[src/rtl/fpu_bcd_pkg.sv]
// fpu_bcd_pkg
// Shared types and helpers for the packed-BCD to binary converter.
//   bcd_state_e   : converter FSM states (IDLE / CONV / DONE)
//   pow10(n)      : 10**n as a 128-bit constant, for elaboration-time sizing
//   num_groups    : number of DPC-digit groups covering NDIGITS digits
//   BCD_ERR_*     : bit positions inside the 2-bit error vector
package fpu_bcd_pkg;

    typedef enum logic [1:0] {
        IDLE = 2'd0,
        CONV = 2'd1,
        DONE = 2'd2
    } bcd_state_e;

    localparam int BCD_ERR_DIGIT = 0;
    localparam int BCD_ERR_OVF   = 1;

    function automatic logic [127:0] pow10(input int n);
        logic [127:0] r;
        r = 128'd1;
        for (int i = 0; i < n; i++) r = r * 128'd10;
        return r;
    endfunction

    function automatic int num_groups(input int ndigits, input int dpc);
        return (ndigits + dpc - 1) / dpc;
    endfunction

endpackage

[src/rtl/fpu_bcd_digit_group.sv]
// fpu_bcd_digit_group
// Combinational value of one group of DPC BCD digits, MSD in the top nibble.
//   nib_i     in  4*DPC : digit nibbles, digit 0 of the group in [3:0]
//   val_o     out GV_W  : sum of nibble * 10**position
//   invalid_o out 1     : some nibble is above 9
// Invalid nibbles still contribute their raw value; the sum may wrap in that
// case, which is harmless because the caller discards errored results.
module fpu_bcd_digit_group #(
    parameter int DPC  = 1,
    parameter int GV_W = 4
) (
    input  logic [4*DPC-1:0] nib_i,
    output logic [GV_W-1:0]  val_o,
    output logic             invalid_o
);

    always_comb begin
        val_o     = '0;
        invalid_o = 1'b0;
        for (int i = DPC - 1; i >= 0; i--) begin
            if (nib_i[4*i +: 4] > 4'd9) invalid_o = 1'b1;
            val_o = val_o * GV_W'(10) + GV_W'(nib_i[4*i +: 4]);
        end
    end

endmodule

[src/rtl/fpu_bcd_to_binary_param.sv]
// fpu_bcd_to_binary_param
// Multi-cycle, MSD-first packed-BCD (FBLD format) to unsigned binary converter
// with valid/ready handshakes on both sides. One operand in flight at a time.
//   clk, reset           : clock (rising edge), async active-high reset
//   in_valid / in_ready  : operand handshake, in_ready high only in IDLE
//   bcd_in               : sign in the top bit, 7 ignored bits, NDIGITS nibbles
//   out_valid / out_ready: result handshake, result held until accepted
//   binary_out           : magnitude (0 when any error bit is set)
//   sign_out             : captured sign bit
//   out_err              : bit0 invalid nibble, bit1 magnitude overflow
// Optional feature macro: FPU_BCD_SKIP_LEADING_ZEROS_EN -- start conversion at
// the highest nonzero group instead of always at the top group.
module fpu_bcd_to_binary_param
    import fpu_bcd_pkg::*;
#(
    parameter int NDIGITS = 18,
    parameter int DPC     = 1,
    parameter int OUT_W   = 64
) (
    input  logic                   clk,
    input  logic                   reset,
    input  logic                   in_valid,
    output logic                   in_ready,
    input  logic [4*NDIGITS+7:0]   bcd_in,
    output logic                   out_valid,
    input  logic                   out_ready,
    output logic [OUT_W-1:0]       binary_out,
    output logic                   sign_out,
    output logic [1:0]             out_err
);

    localparam int G     = num_groups(NDIGITS, DPC);
    localparam int PAD_W = 4 * DPC * G;
    localparam int GV_W  = $clog2(pow10(DPC));
    localparam int GI_W  = (G > 1) ? $clog2(G) : 1;
    localparam int EXT_W = OUT_W + 4 * DPC;
    localparam logic [EXT_W-1:0] P10 = EXT_W'(pow10(DPC));

    bcd_state_e        state_q, state_d;
    logic [PAD_W-1:0]  bcd_q, bcd_d;
    logic [GI_W-1:0]   grp_q, grp_d;
    logic [OUT_W-1:0]  acc_q, acc_d;
    logic [1:0]        err_q, err_d;
    logic              sign_q, sign_d;
    logic [OUT_W-1:0]  bin_q, bin_d;
    logic              sgn_out_q, sgn_out_d;
    logic [1:0]        oerr_q, oerr_d;

    // Digits zero-padded at the MSD end up to a whole number of groups.
    logic [PAD_W-1:0]  in_digits;
    logic [GI_W-1:0]   start_grp;
    logic [4*DPC-1:0]  grp_nib;
    logic [GV_W-1:0]   grp_val;
    logic              grp_inv;
    logic [EXT_W-1:0]  acc_ext;
    logic [1:0]        err_nxt;

    assign in_digits = PAD_W'(bcd_in[4*NDIGITS-1:0]);

`ifdef FPU_BCD_SKIP_LEADING_ZEROS_EN
    // Highest group with a nonzero nibble; an all-zero operand converts
    // group 0 only, reaching DONE one cycle after accept.
    always_comb begin
        start_grp = '0;
        for (int g = 0; g < G; g++)
            if (in_digits[g*4*DPC +: 4*DPC] != '0) start_grp = GI_W'(g);
    end
`else
    assign start_grp = GI_W'(G - 1);
`endif

    assign grp_nib = bcd_q[int'(grp_q)*4*DPC +: 4*DPC];

    fpu_bcd_digit_group #(
        .DPC  (DPC),
        .GV_W (GV_W)
    ) u_group (
        .nib_i     (grp_nib),
        .val_o     (grp_val),
        .invalid_o (grp_inv)
    );

    // Widened step so overflow shows up in the bits above OUT_W.
    assign acc_ext = EXT_W'(acc_q) * P10 + EXT_W'(grp_val);

    always_comb begin
        err_nxt = err_q;
        if (grp_inv)                         err_nxt[BCD_ERR_DIGIT] = 1'b1;
        if (acc_ext[EXT_W-1:OUT_W] != '0)    err_nxt[BCD_ERR_OVF]   = 1'b1;
    end

    always_comb begin
        state_d   = state_q;
        bcd_d     = bcd_q;
        grp_d     = grp_q;
        acc_d     = acc_q;
        err_d     = err_q;
        sign_d    = sign_q;
        bin_d     = bin_q;
        sgn_out_d = sgn_out_q;
        oerr_d    = oerr_q;
        case (state_q)
            IDLE: begin
                if (in_valid) begin
                    bcd_d   = in_digits;
                    sign_d  = bcd_in[4*NDIGITS+7];
                    acc_d   = '0;
                    err_d   = '0;
                    grp_d   = start_grp;
                    state_d = CONV;
                end
            end
            CONV: begin
                acc_d = acc_ext[OUT_W-1:0];
                err_d = err_nxt;
                if (grp_q == '0) begin
                    state_d   = DONE;
                    bin_d     = (err_nxt != 2'b00) ? '0 : acc_ext[OUT_W-1:0];
                    sgn_out_d = sign_q;
                    oerr_d    = err_nxt;
                end else begin
                    grp_d = grp_q - 1'b1;
                end
            end
            DONE: begin
                if (out_ready) state_d = IDLE;
            end
            default: state_d = IDLE;
        endcase
    end

    always_ff @(posedge clk or posedge reset) begin
        if (reset) begin
            state_q   <= IDLE;
            bcd_q     <= '0;
            grp_q     <= '0;
            acc_q     <= '0;
            err_q     <= '0;
            sign_q    <= 1'b0;
            bin_q     <= '0;
            sgn_out_q <= 1'b0;
            oerr_q    <= '0;
        end else begin
            state_q   <= state_d;
            bcd_q     <= bcd_d;
            grp_q     <= grp_d;
            acc_q     <= acc_d;
            err_q     <= err_d;
            sign_q    <= sign_d;
            bin_q     <= bin_d;
            sgn_out_q <= sgn_out_d;
            oerr_q    <= oerr_d;
        end
    end

    // Ready is masked while reset is held so nothing looks acceptable then.
    assign in_ready   = (state_q == IDLE) && !reset;
    assign out_valid  = (state_q == DONE);
    assign binary_out = bin_q;
    assign sign_out   = sgn_out_q;
    assign out_err    = oerr_q;

endmodule

[config.mk]
export PLATFORM = sky130hd
export DESIGN_NAME = fpu_bcd_to_binary_param
export DESIGN_NICKNAME = d
export VERILOG_FILES = /design/src/rtl/fpu_bcd_pkg.sv /design/src/rtl/fpu_bcd_digit_group.sv /design/src/rtl/fpu_bcd_to_binary_param.sv
export SDC_FILE = /design/constraint.sdc
export NUM_CORES = 1
export LEC_CHECK = 0
export ABC_AREA = 1
export CORE_ASPECT_RATIO = 0.7
export CORE_MARGIN = 1
export CORE_UTILIZATION = 40
export DETAILED_ROUTE_END_ITERATION = 8
export GPL_TIMING_DRIVEN = 0
export PLACE_DENSITY = 0.6
export RECOVER_POWER = 50
export SLEW_MARGIN = 30
export SYNTH_ARGS = -nofsm -noshare
export SYNTH_HDL_FRONTEND = slang
export SYNTH_SLANG_ARGS = --single-unit
[constraint.sdc]
create_clock -name clk -period 10.96 [get_ports clk]
set_clock_uncertainty 0.1 [all_clocks]
set_input_delay 2.74 -clock clk [delete_from_list [all_inputs] [get_ports clk]]
set_output_delay 2.74 -clock clk [all_outputs]
set_load 0.02 [all_outputs]
### Word-level counts from Yosys, hierarchy flattened

Cells that the tools add are included.

| storage, ports and cells | value |
|---|---|
| memory bits (read-only) | 0 |
| register bits | 213 |
| memories | 0 |
| input bits | 84 |
| word-level logic and storage cells | 47 |
| output and inout bits | 69 |
| latch bits | 0 |
| bits in writable memories | 0 |

| cells by class | value |
|---|---|
| equality and inequality tests | 6 |
| bitwise gates (word level) | 0 |
| magnitude comparators | 1 |
| div/mod/pow operators | 0 |
| reductions and logical operators | 12 |
| multipliers | 1 |
| add/subtract/negate cells | 2 |
| multiplexer cells | 15 |
| shift operators | 1 |

Operators by type and width:

| cell | number |
|---|---|
| 64-bit two-way mux | 2 |
| 64-bit case mux with 2 select lines | 1 |
| 72-bit by 8-bit indexed part select with 4-bit output | 1 |
| 68-bit by 4-bit adder with 68-bit output | 1 |
| 64-bit by 3-bit multiplier with 67-bit output, second input constant | 1 |
| 5-bit two-way mux | 2 |
| 5-bit case mux with 2 select lines | 1 |
| 2-bit two-way mux | 4 |
| 2-bit inequality test, second input constant | 3 |
| 2-bit case mux with 3 select lines | 1 |
| 2-bit AND reduction | 3 |
| 3-bit AND reduction | 2 |
| 5-bit zero test | 1 |
| 5-bit by 1-bit subtractor with 5-bit output, second input constant | 1 |
| 4-bit > comparator, second input constant | 1 |
| 2-bit case mux with 2 select lines | 1 |
| 2-bit nonzero test | 2 |
| 4-bit nonzero test | 1 |
| 1-bit two-way mux | 3 |
| 2-bit by 1-bit == test with 1-bit output, second input constant | 1 |
| 2-bit == test, second input constant | 1 |
| 2-bit zero test | 1 |
| 2-bit by 1-bit inequality test with 1-bit output, second input constant | 1 |
| 1-bit logical AND | 1 |
| 1-bit zero test | 1 |

### Depth between registers and ports, before layout

Gate-level depths: netlist of the first run.

| logic depth | value |
|---|---|
| word-level depth | 6 |
| depth in mapped cells | 32 |
| mapped depth without buffers | 30 |

### Hierarchy

Synthesis of the first run repeated with hierarchy kept, for this count alone.

| unflattened totals | value |
|---|---|
| cells, all modules | 2744 |
| area total of the unflattened synthesis | 17715.7 um^2 |

Modules (own cells, without submodules):

| module | area an instance (um^2) | cells each | times used | seq. area each (um^2) |
|---|---|---|---|---|
| fpu_bcd_to_binary_param | 17674.5 | 2737 | 1 | 5330.1 |
| fpu_bcd_digit_group | 41.3 | 7 | 1 | 0.0 |

### Least setup slack after synthesis of the first run

No wires, ideal clock.

| timing | value |
|---|---|
| path kind | input-to-output |
| start point | input port reset |
| end point | output port in_ready |
| stages on the path | 1 |
| required time | 8120 ps |
| path buffers | 0 |
| arrival | 3195 ps |
| setup slack | 4925 ps |
| path through | nor3_1 |

| between the ends | value |
|---|---|
| longest elaborated chain between the ends | 2 |

Ends and longest elaborated chain:

| element | line | text |
|---|---|---|
| from (decl) | fpu_bcd_to_binary_param.sv:21 | `input logic reset,` |
| 1-bit zero test | fpu_bcd_to_binary_param.sv:157 | `assign in_ready = (state_q == IDLE) && !reset;` |
| 1-bit logical AND | fpu_bcd_to_binary_param.sv:157 |  |
| to (decl) | fpu_bcd_to_binary_param.sv:23 | `output logic in_ready,` |

No other way between the ends.

### Worst setup path in the final report of the first run

Same ends and word-level chain as after synthesis.

==> results of run 1 <==
[layer usage]
layer	vias to the layer above	share of wire, %	GRT usage [%]
li1	9206	-	-
met3	83	8.9	5.56
met1	8682	50	46.7
met4	0	2.6	7.43
met5	-	0	0
met2	731	39	41.2
[synth_stat cells, drive strengths merged (34+ instances only)]
library cell	instances	area, um2
a22o	40	350
xor2	39	349
nor3	34	180
inv	415	1560
ha	129	1610
nand2	1207	4560
clkbuf	46	173
nand3	126	651
a21oi	54	274
nor2	252	1050
dfrtp	213	5330
nand4	105	672
o21ai	72	360
[cell families (layout without fill, tap and decap cells)]
group,after synthesis,count (layout),share of synthesized area (%)
buffers and inverters,488,671,10.8
xor gates and xnor gates,53,53,2.64
and+or+nand+nor,1738,1738,40.4
muxes,4,4,0.224
adders and majority gates,131,131,9.27
AOI/OAI and AO/OA,197,197,6.79
DFF,213,213,29.9
[registers in the layout (all words and copies together), names as in the netlist]
name        count
state_q         2
bcd_q          72
acc_q          64
binary_out     64
err_q           2
out_err         2
grp_q           5
sign_out        1
sign_q          1
[critical path, stage by stage]
cell             delay (ns)
dlygate4sd3_1          0.57
nor3_1                 0.14
clkdlybuf4s50_1        0.63
[area by class of cell]
| type | instances | share of cell area, % |
|---|---|---|
| Multi-Input combinational cell | 2123 | 51.0 |
| Sequential cell | 213 | 25.7 |
| Inverter | 422 | 7.63 |
| Timing Repair Buffer | 147 | 7.25 |
| Tap cell | 594 | 3.58 |
| Clock buffer | 30 | 2.89 |
| Buffer | 66 | 1.66 |
| Clock inverter | 6 | 0.331 |
[final timing paths]
check,from,endpoint
max in group asynchronous,reset,acc_q[43]
setup / recovery,reset,in_ready
hold / removal,bcd_q[8],bcd_q[8]
min in group asynchronous,reset,grp_q[1]
setup reg to reg,grp_q[0],binary_out[3]
hold reg to reg,bcd_q[8],bcd_q[8]
[stage by stage]
stage	hold slack, ns	setup TNS (ns)	std cells	utilization [%]
5_1_grt	0.396	0	3601	47.3
3_5_place_dp	0.360	0	3565	45.8
3_3_place_gp	0.360	-108.83	3563	45.7
2_1_floorplan	0.344	0	2824	-
6_report	0.373	0	3601	47.3
4_1_cts	0.378	0	3601	47.3
==> metrics.md, run 1 <==
| Metric | Value |
|---|---|
| Outcome | finished, violations left |
| Failing checks | capacitance limit, slew limit |
| Worst slew margin | -74.8% |
| Final net count | 3209 |
| Clk sinks | 213 |
| Hold buffer count at CTS | 0 |
| Proportion of layout cells with a drive suffix above 1 | 4.39% |
| Synthesized cell area | 17800 um2 |
| Vias | 18702 |
| Synth Flop Type | dfrtp_1 |
| Std-Cell Rows | 64 |
| Final Hold Fails | 0 |
| First-pass GRT wire length | 101 mm |
| CP Data Required Time | 8.12 ns |
| DP HPWL | 57.2 mm |
| R2R setup slack | 5.21 ns |
| Antenna diodes | 0 |
| Die span in x | 254 um |
| Area of the multi-input gates | 10600 um2 |
| Period utilisation layout | 63.1% |
| Port bufs | 145 |
| Sequential cell area | 5330 um2 |
| Worst R2R Path Depth | 31 |
| RSZ-0062 raised after global routing | false |
| DRT iter0 DRCs | 1880 |
| Gr ovfl total | 0 |
| DIE AREA | 45500 um2 |
| Post-CTS Resized | 0 |
| Critical Path Fanout Max | 2 |
| Area growth from synthesis to layout | 16.4% |
| Crit. End Element | output port |
| DR vias/cell | 5.19 |
| Critical Path Start Type | input pin |
| Vias in the first global route | 17022 |
| Post-Syn Instances | 2824 |
| First-pass DRT Iterations | 5 |
| Post-synth EDFFs | 0 |
| Core area | 43900 um2 |
| Clock tree buffer depth | 3 |
| CP Class | input pin to output port |
| Final WL | 68.0 mm |
| CP arrival | 4.08 ns |
| Gpl congestion | 0.997 |
| Residual DRC count | 0 |
| Period minus WS final | 6.92 ns |
| Worst Hold Depth | 2 |
| Max cap viols | 1 |
| Clk slew on worst S/H paths | 0.06 ns |
| Yosys warning count | 0 |
| Setup WS post-layout | 4.04 ns |
| DP Worst Slack | 4.06 ns |
| CTS tree | done |
| Worst Tran Pin Value | 2.61 ns |
| DR WL/cell | 18.9 um |
| DIE HEIGHT | 179 um |
| Final instance area | 20800 um2 |
| Root Buffer | clkbuf_16 |
| Starting Density | 40.7% |
| Fmax | 0.145 GHz |
| #FFs+latches synth | 213 |
| Clock Latency Late Sink | 0.54 ns |
| I/O pin total | 153 |
| Syn nets | 3039 |
| Fraction of registers with async set/reset | 100% |
| Num CTS Buffers | 21 |
| Gr usage total | 29.9% |
| Htree depth | 1 |
| Class of the tightest hold or removal check | register to register |
| Postcts setup bufs | 0 |
| Max Slew Vio Count | 51 |
| Largest net degree at the start of global routing | 90 |
| Initial antenna violation count | 1 |
| Cell variety after synth | 44 |
| Commonest non-fill, non-tap cell in the layout | nand2_1 |
| Routed Antenna Nets | 0 |
| Syn avg cell area | 6.32 um2 |
| Register area share after synthesis | 29.9% |
| Most frequent cells in the layout | nand2_1, inv_1, nor2_1 |
| Dpl cell area | 20100 um2 |
| Fillers | 4655 |
| Setup violators final | 0 |
Power of run 1 is left out: the tool's default activity adds up to more than one toggle a clock period on the data nets, which glitch-free logic cannot reach.
==> run 2: changes to the inputs <==
==> constraint.sdc (replaced) <==
create_clock -name clk -period 6.8 [get_ports clk]
set_clock_uncertainty 0.1 [all_clocks]
set_input_delay 1.7 -clock clk [delete_from_list [all_inputs] [get_ports clk]]
set_output_delay 1.7 -clock clk [all_outputs]
set_load 0.02 [all_outputs]
==> metrics.md, run 2 (same netlist as run 1, synthesis figures left out) <==
| Metric | Value |
|---|---|
| Worst R2R Path Depth | 31 (unchanged) |
| Die span in x | 254 um (unchanged) |
| WP depth | 31 (was 3) |
| Gr ovfl total | 0 (unchanged) |
| DR WL/cell | 19.4 um (was 18.9 um) |
| Postcts setup bufs | 0 (unchanged) |
| Root Buffer | clkbuf_16 (unchanged) |
| I/O pin total | 153 (unchanged) |
| Max cap viols | 2 (was 1) |
| Final WL | 69.9 mm (was 68.0 mm) |
| Clock tree buffer depth | 3 (unchanged) |
| CP Data Required Time | 7.15 ns (was 8.12 ns) |
| Critical Path Fanout Max | 10 (was 2) |
| Worst slew margin | -9.02% (was -74.8%) |
| Proportion of layout cells with a drive suffix above 1 | 4.48% (was 4.39%) |
| Max FFs per register | 72 (unchanged) |
| Antenna diodes | 0 (unchanged) |
| Setup_tns | 0 ns (unchanged) |
| Initial antenna violation count | 0 (was 1) |
| Final net count | 3215 (was 3209) |
| Most frequent cells in the layout | nand2_1, inv_1, nor2_1 (unchanged) |
| DRT iter0 DRCs | 1688 (was 1880) |
| Clock Latency Late Sink | 0.52 ns (was 0.54 ns) |
| Post-CTS Resized | 0 (unchanged) |
| Most used cell along the critical path | nand2_1 |
| R2R setup slack | 1.06 ns (was 5.21 ns) |
| Core area | 43900 um2 (unchanged) |
| Largest net degree at the start of global routing | 31 (was 90) |
| Gpl congestion | 0.978 (was 0.997) |
| Worst path top cell family by delay | simple AND/OR/NAND/NOR gates (was buffers and inverters) |
| Critical Path Source | grp_q[0] (was reset) |
| Clk sinks | 213 (unchanged) |
| Critical path endpoint | binary_out[35] (was in_ready) |
| Hold path startpoint | binary_out[38] (was bcd_q[8]) |
| Residual DRC count | 0 (unchanged) |
| First-pass GRT wire length | 104 mm (was 101 mm) |
| Biggest register | bcd_q (unchanged) |
| Routed Antenna Nets | 0 (unchanged) |
| Class of the tightest hold or removal check | register to register (unchanged) |
| Crit. End Element | register (was output port) |
| Commonest non-fill, non-tap cell in the layout | nand2_1 (unchanged) |
| Period utilisation layout | 84.3% |
| First-pass DRT Iterations | 6 (was 5) |
| CP peak stage delay | 0.61 ns (was 0.63 ns) |
| Gr usage total | 30.8% (was 29.9%) |
| Starting Density | 40.7% (unchanged) |
| Outcome | finished, violations left (unchanged) |
| DP HPWL | 59.5 mm (was 57.2 mm) |
| DR vias/cell | 5.20 (was 5.19) |
| Worst Tran Pin Value | 1.64 ns (was 2.61 ns) |
| Fmax | 0.174 GHz |
| Period minus WS final | 5.74 ns |
| R2R Path End | binary_out[35] (was binary_out[3]) |
| DIE AREA | 45500 um2 (unchanged) |
| Max Slew Vio Count | 61 (was 51) |
| Setup violators final | 0 (unchanged) |
| Hold buffer count at CTS | 0 (unchanged) |
| CP Class | register to register (was input pin to output port) |
| Area growth from synthesis to layout | 16.6% (was 16.4%) |
| Vias in the first global route | 17051 (was 17022) |
| Failing checks | capacitance limit, slew limit (unchanged) |
| Num CTS Buffers | 21 (unchanged) |
| Critical Path Start Type | register (was input pin) |
| Clk slew on worst S/H paths | 0.07 ns (was 0.06 ns) |
| Crit path buf inv count | 4 (was 2) |
| Std-Cell Rows | 64 (unchanged) |
| Final Hold Fails | 0 (unchanged) |
| Vias | 18768 (was 18702) |
| Reg-to-Reg Start | grp_q[0] (unchanged) |
| Slowest CP cell | clkbuf_1 (was clkdlybuf4s50_1) |
| RSZ-0062 raised after global routing | false (unchanged) |
| Port bufs | 145 (unchanged) |
| DIE HEIGHT | 179 um (unchanged) |
| Htree depth | 1 (unchanged) |
| CTS tree | done (unchanged) |
| CP arrival | 6.08 ns (was 4.08 ns) |
-- run 2: cell types whose count changed in the layout (fill, tap and decap cells not counted), moves of 2 or more --
cell	previous run	this run
clkdlybuf4s50_1	143	137
dlygate4sd3_1	2	8
buf_16	2	0
bufinv_16	1	3
clkinv_2	1	3
clkbuf_1	52	55
-- run 2: area by class of cell --
class,instances,area [um2]
well taps,594,743
inverters,422,1590
clock buffers,27,598
fillers,4644,23100
plain buffers,66,347
clock inverters,10,138
repair buffers,153,1480
flip-flops and latches,213,5330
multi-input cells,2123,10600
-- run 2: per-stage QoR --
step | hold WS (ns) | instances | setup slack [ns] | utilization, % | cell area (um2)
3_5_place_dp | 0.361 | 3571 | 1.31 | 46.1 | 20200
3_3_place_gp | 0.359 | 3563 | 0.572 | 45.7 | 20000
5_1_grt | 0.394 | 3608 | 0.542 | 47.4 | 20800
6_report | 0.377 | 3608 | 1.06 | 47.4 | 20800
4_1_cts | 0.378 | 3608 | 1.29 | 47.8 | 21000
2_1_floorplan | 0.344 | 2824 | 2.23 | - | 17800
-- run 2: per-layer routing --
| layer | track usage (%) | part of all wire, % | vias to the layer above |
|---|---|---|---|
| li1 | - | - | 9245 |
| met1 | 47.9 | 50 | 8833 |
| met2 | 42.9 | 39 | 626 |
| met3 | 6.21 | 8.3 | 64 |
| met4 | 6.30 | 2.1 | 0 |
| met5 | 0 | 0 | - |
-- run 2: worst min path at each step --
| stage | endpoint | slack, ns | cells after the start |
|---|---|---|---|
| floorplan | bcd_q[10] | 0.34 | 2 |
| global placement | bcd_q[54] | 0.36 | 2 |
| detailed placement | bcd_q[52] | 0.36 | 2 |
| CTS | bcd_q[52] | 0.38 | 2 |
| global route | binary_out[55] | 0.39 | 2 |
| finish | binary_out[38] | 0.38 | 2 |
-- run 2: worst min-delay path, cell delays in order, from the launching register on --
cell	delay, ns
dfrtp_1	0.34
nand2_1	0.05
nand2_1	0.05
Power of run 2 is left out for the same reason.
==> run 3: changes to the inputs <==
==> constraint.sdc (replaced) <==
create_clock -name clk -period 5.6 [get_ports clk]
set_clock_uncertainty 0.1 [all_clocks]
set_input_delay 1.4 -clock clk [delete_from_list [all_inputs] [get_ports clk]]
set_output_delay 1.4 -clock clk [all_outputs]
set_load 0.02 [all_outputs]
==> metrics.md, run 3 (same netlist as run 1, synthesis figures left out) <==
| Metric | Value |
|---|---|
| Hold buffer count at CTS | 0 (unchanged) |
| Area of the multi-input gates | 10600 um2 (about the same) |
| Commonest non-fill, non-tap cell in the layout | nand2_1 (unchanged) |
| Critical Path Fanout Max | 10 (unchanged) |
| R2R setup slack | 0.37 ns (was 1.06 ns) |
| I/O pin total | 153 (unchanged) |
| DP HPWL | 59.5 mm (unchanged) |
| Gr ovfl total | 0 (unchanged) |
| Die span in x | 254 um (unchanged) |
| Clk sinks | 213 (unchanged) |
| Hold path startpoint | binary_out[38] (unchanged) |
| Num CTS Buffers | 21 (unchanged) |
| Residual DRC count | 0 (unchanged) |
| Failing checks | capacitance limit, slew limit (unchanged) |
| CTS tree | done (unchanged) |
| DIE AREA | 45500 um2 (unchanged) |
| Sequential cell area | 5330 um2 (about the same) |
| Max FFs per register | 72 (unchanged) |
| Fmax | 0.191 GHz (was 0.174 GHz) |
| RSZ-0062 raised after global routing | false (unchanged) |
| R2R Path End | binary_out[35] (unchanged) |
| Std-Cell Rows | 64 (unchanged) |
| CP peak stage delay | 0.46 ns (was 0.61 ns) |
| CP Data Required Time | 5.89 ns (was 7.15 ns) |
| Setup WS post-layout | 0.366 ns (was 1.06 ns) |
| Most frequent cells in the layout | nand2_1, inv_1, nor2_1 (unchanged) |
| DRT iter0 DRCs | 1766 (was 1688) |
| Clock Latency Late Sink | 0.53 ns (was 0.52 ns) |
| First-pass GRT wire length | 104 mm (unchanged) |
| Dpl cell area | 20200 um2 (unchanged) |
| Setup violators final | 0 (unchanged) |
| Final core occ | 47.5% (was 47.4%) |
| Crit path buf inv count | 5 (was 4) |
| Initial antenna violation count | 0 (unchanged) |
| Worst R2R Path Depth | 32 (was 31) |
| Starting Density | 40.7% (unchanged) |
| Worst Hold Depth | 2 (unchanged) |
| Period utilisation layout | 93.5% (was 84.3%) |
| Worst Tran Pin Value | 1.62 ns (was 1.64 ns) |
| Cell Count Post-Placement | 3571 (unchanged) |
| Gpl congestion | 0.978 (unchanged) |
| Largest net degree at the start of global routing | 31 (unchanged) |
| DR WL/cell | 19.4 um (about the same) |
| Layout Cells excl Fill | 3608 (unchanged) |
| Crit. End Element | register (unchanged) |
| Period minus WS final | 5.23 ns (was 5.74 ns) |
| Routed Antenna Nets | 0 (unchanged) |
| Worst slew margin | -8.27% (was -9.02%) |
| DIE HEIGHT | 179 um (unchanged) |
| Area growth from synthesis to layout | 16.8% (was 16.6%) |
| Outcome | finished, violations left (unchanged) |
| Final WL | 69.9 mm (about the same) |
| Port bufs | 145 (unchanged) |
| Gr usage total | 30.8% (unchanged) |
| Clk slew on worst S/H paths | 0.07 ns (about the same) |
| Critical Path Start Type | register (unchanged) |
| First-pass DRT Iterations | 5 (was 6) |
| Vias in the first global route | 17051 (unchanged) |
| Class of the tightest hold or removal check | register to register (unchanged) |
| Biggest register | bcd_q (unchanged) |
| Vias | 18785 (was 18768) |
| Max Slew Vio Count | 88 (was 61) |
| Worst path top cell family by delay | simple AND/OR/NAND/NOR gates (unchanged) |
| Htree depth | 1 (unchanged) |
| CP Class | register to register (unchanged) |
| CP arrival | 5.53 ns (was 6.08 ns) |
| Reg-to-Reg Start | grp_q[0] (unchanged) |
| Core area | 43900 um2 (unchanged) |
| Final instance area | 20800 um2 (about the same) |
| Hold endpoint | binary_out[38] (unchanged) |
| Root Buffer | clkbuf_16 (unchanged) |
| Proportion of layout cells with a drive suffix above 1 | 4.91% (was 4.48%) |
| DP Worst Slack | 0.110 ns (was 1.31 ns) |
| Slowest CP cell | buf_1 (was clkbuf_1) |
| Antenna diodes | 0 (unchanged) |
| Max cap viols | 3 (was 2) |
| Final net count | 3215 (unchanged) |
| Fillers | 4641 (was 4644) |
| Final Hold Fails | 0 (unchanged) |
| DR vias/cell | 5.21 (was 5.20) |
| Clock tree buffer depth | 3 (unchanged) |
| Most used cell along the critical path | nand2_1 (unchanged) |
-- run 3: cell types whose count changed in the layout (fill, tap and decap cells not counted), sizes merged --
cell           delta
buf               +1
clkbuf            -1
clkdlybuf4s50     -2
dlygate4sd3       +2
-- run 3: worst max path at each step --
stage / start / endpoint / slack [ns] / cells after the start
detailed placement: grp_q[0] / binary_out[9] / 0.11 / 31
global route: grp_q[0] / binary_out[25] / 0.00006 / 30
floorplan: reset / acc_q[0] / 1.33 / 1
global placement: reset / acc_q[10] / -0.33 / 2
CTS: grp_q[0] / binary_out[9] / 0.09 / 31
finish: grp_q[0] / binary_out[35] / 0.37 / 32
-- run 3: final cells by class --
class	instances	area share (%)
Inverter	422	7.61
Buffer	66	1.73
Sequential cell	213	25.6
Clock buffer	27	2.87
Clock inverter	10	0.660
Tap cell	594	3.57
Multi-Input combinational cell	2123	50.9
Timing Repair Buffer	153	7.11
-- run 3: worst register-to-register path, delay by kind of cell (launching register included) --
family                   cells  cell delay, ns
buffers and inverters        5            1.04
AND/OR/NAND/NOR             24            2.87
adder cells (fa/ha/maj)      1            0.33
AO/OA/AOI/OAI                2            0.40
flip-flops                   1            0.39
-- run 3: repair_timing --
action | 4_1_cts | 5_1_grt
gates resized for setup | 0 | 24
setup endpoints to repair | 0 | 77
hold endpoints to repair | 0 | 0
setup buffers | 0 | 0
-- run 3: per-layer routing --
metal	GRT usage, %	up-vias	part of all wire [%]
met2	42.9	621	39
met3	6.21	67	8.1
li1	-	9244	-
met1	47.9	8853	51
met4	6.30	0	2.1
met5	0	-	0
-- run 3: per-stage QoR --
step / TNS, ns / hold slack, ns
2_1_floorplan: 0 / 0.344
3_3_place_gp: -67.73 / 0.359
3_5_place_dp: 0 / 0.361
4_1_cts: 0 / 0.378
5_1_grt: 0 / 0.394
6_report: 0 / 0.376
Power of run 3 is left out for the same reason.
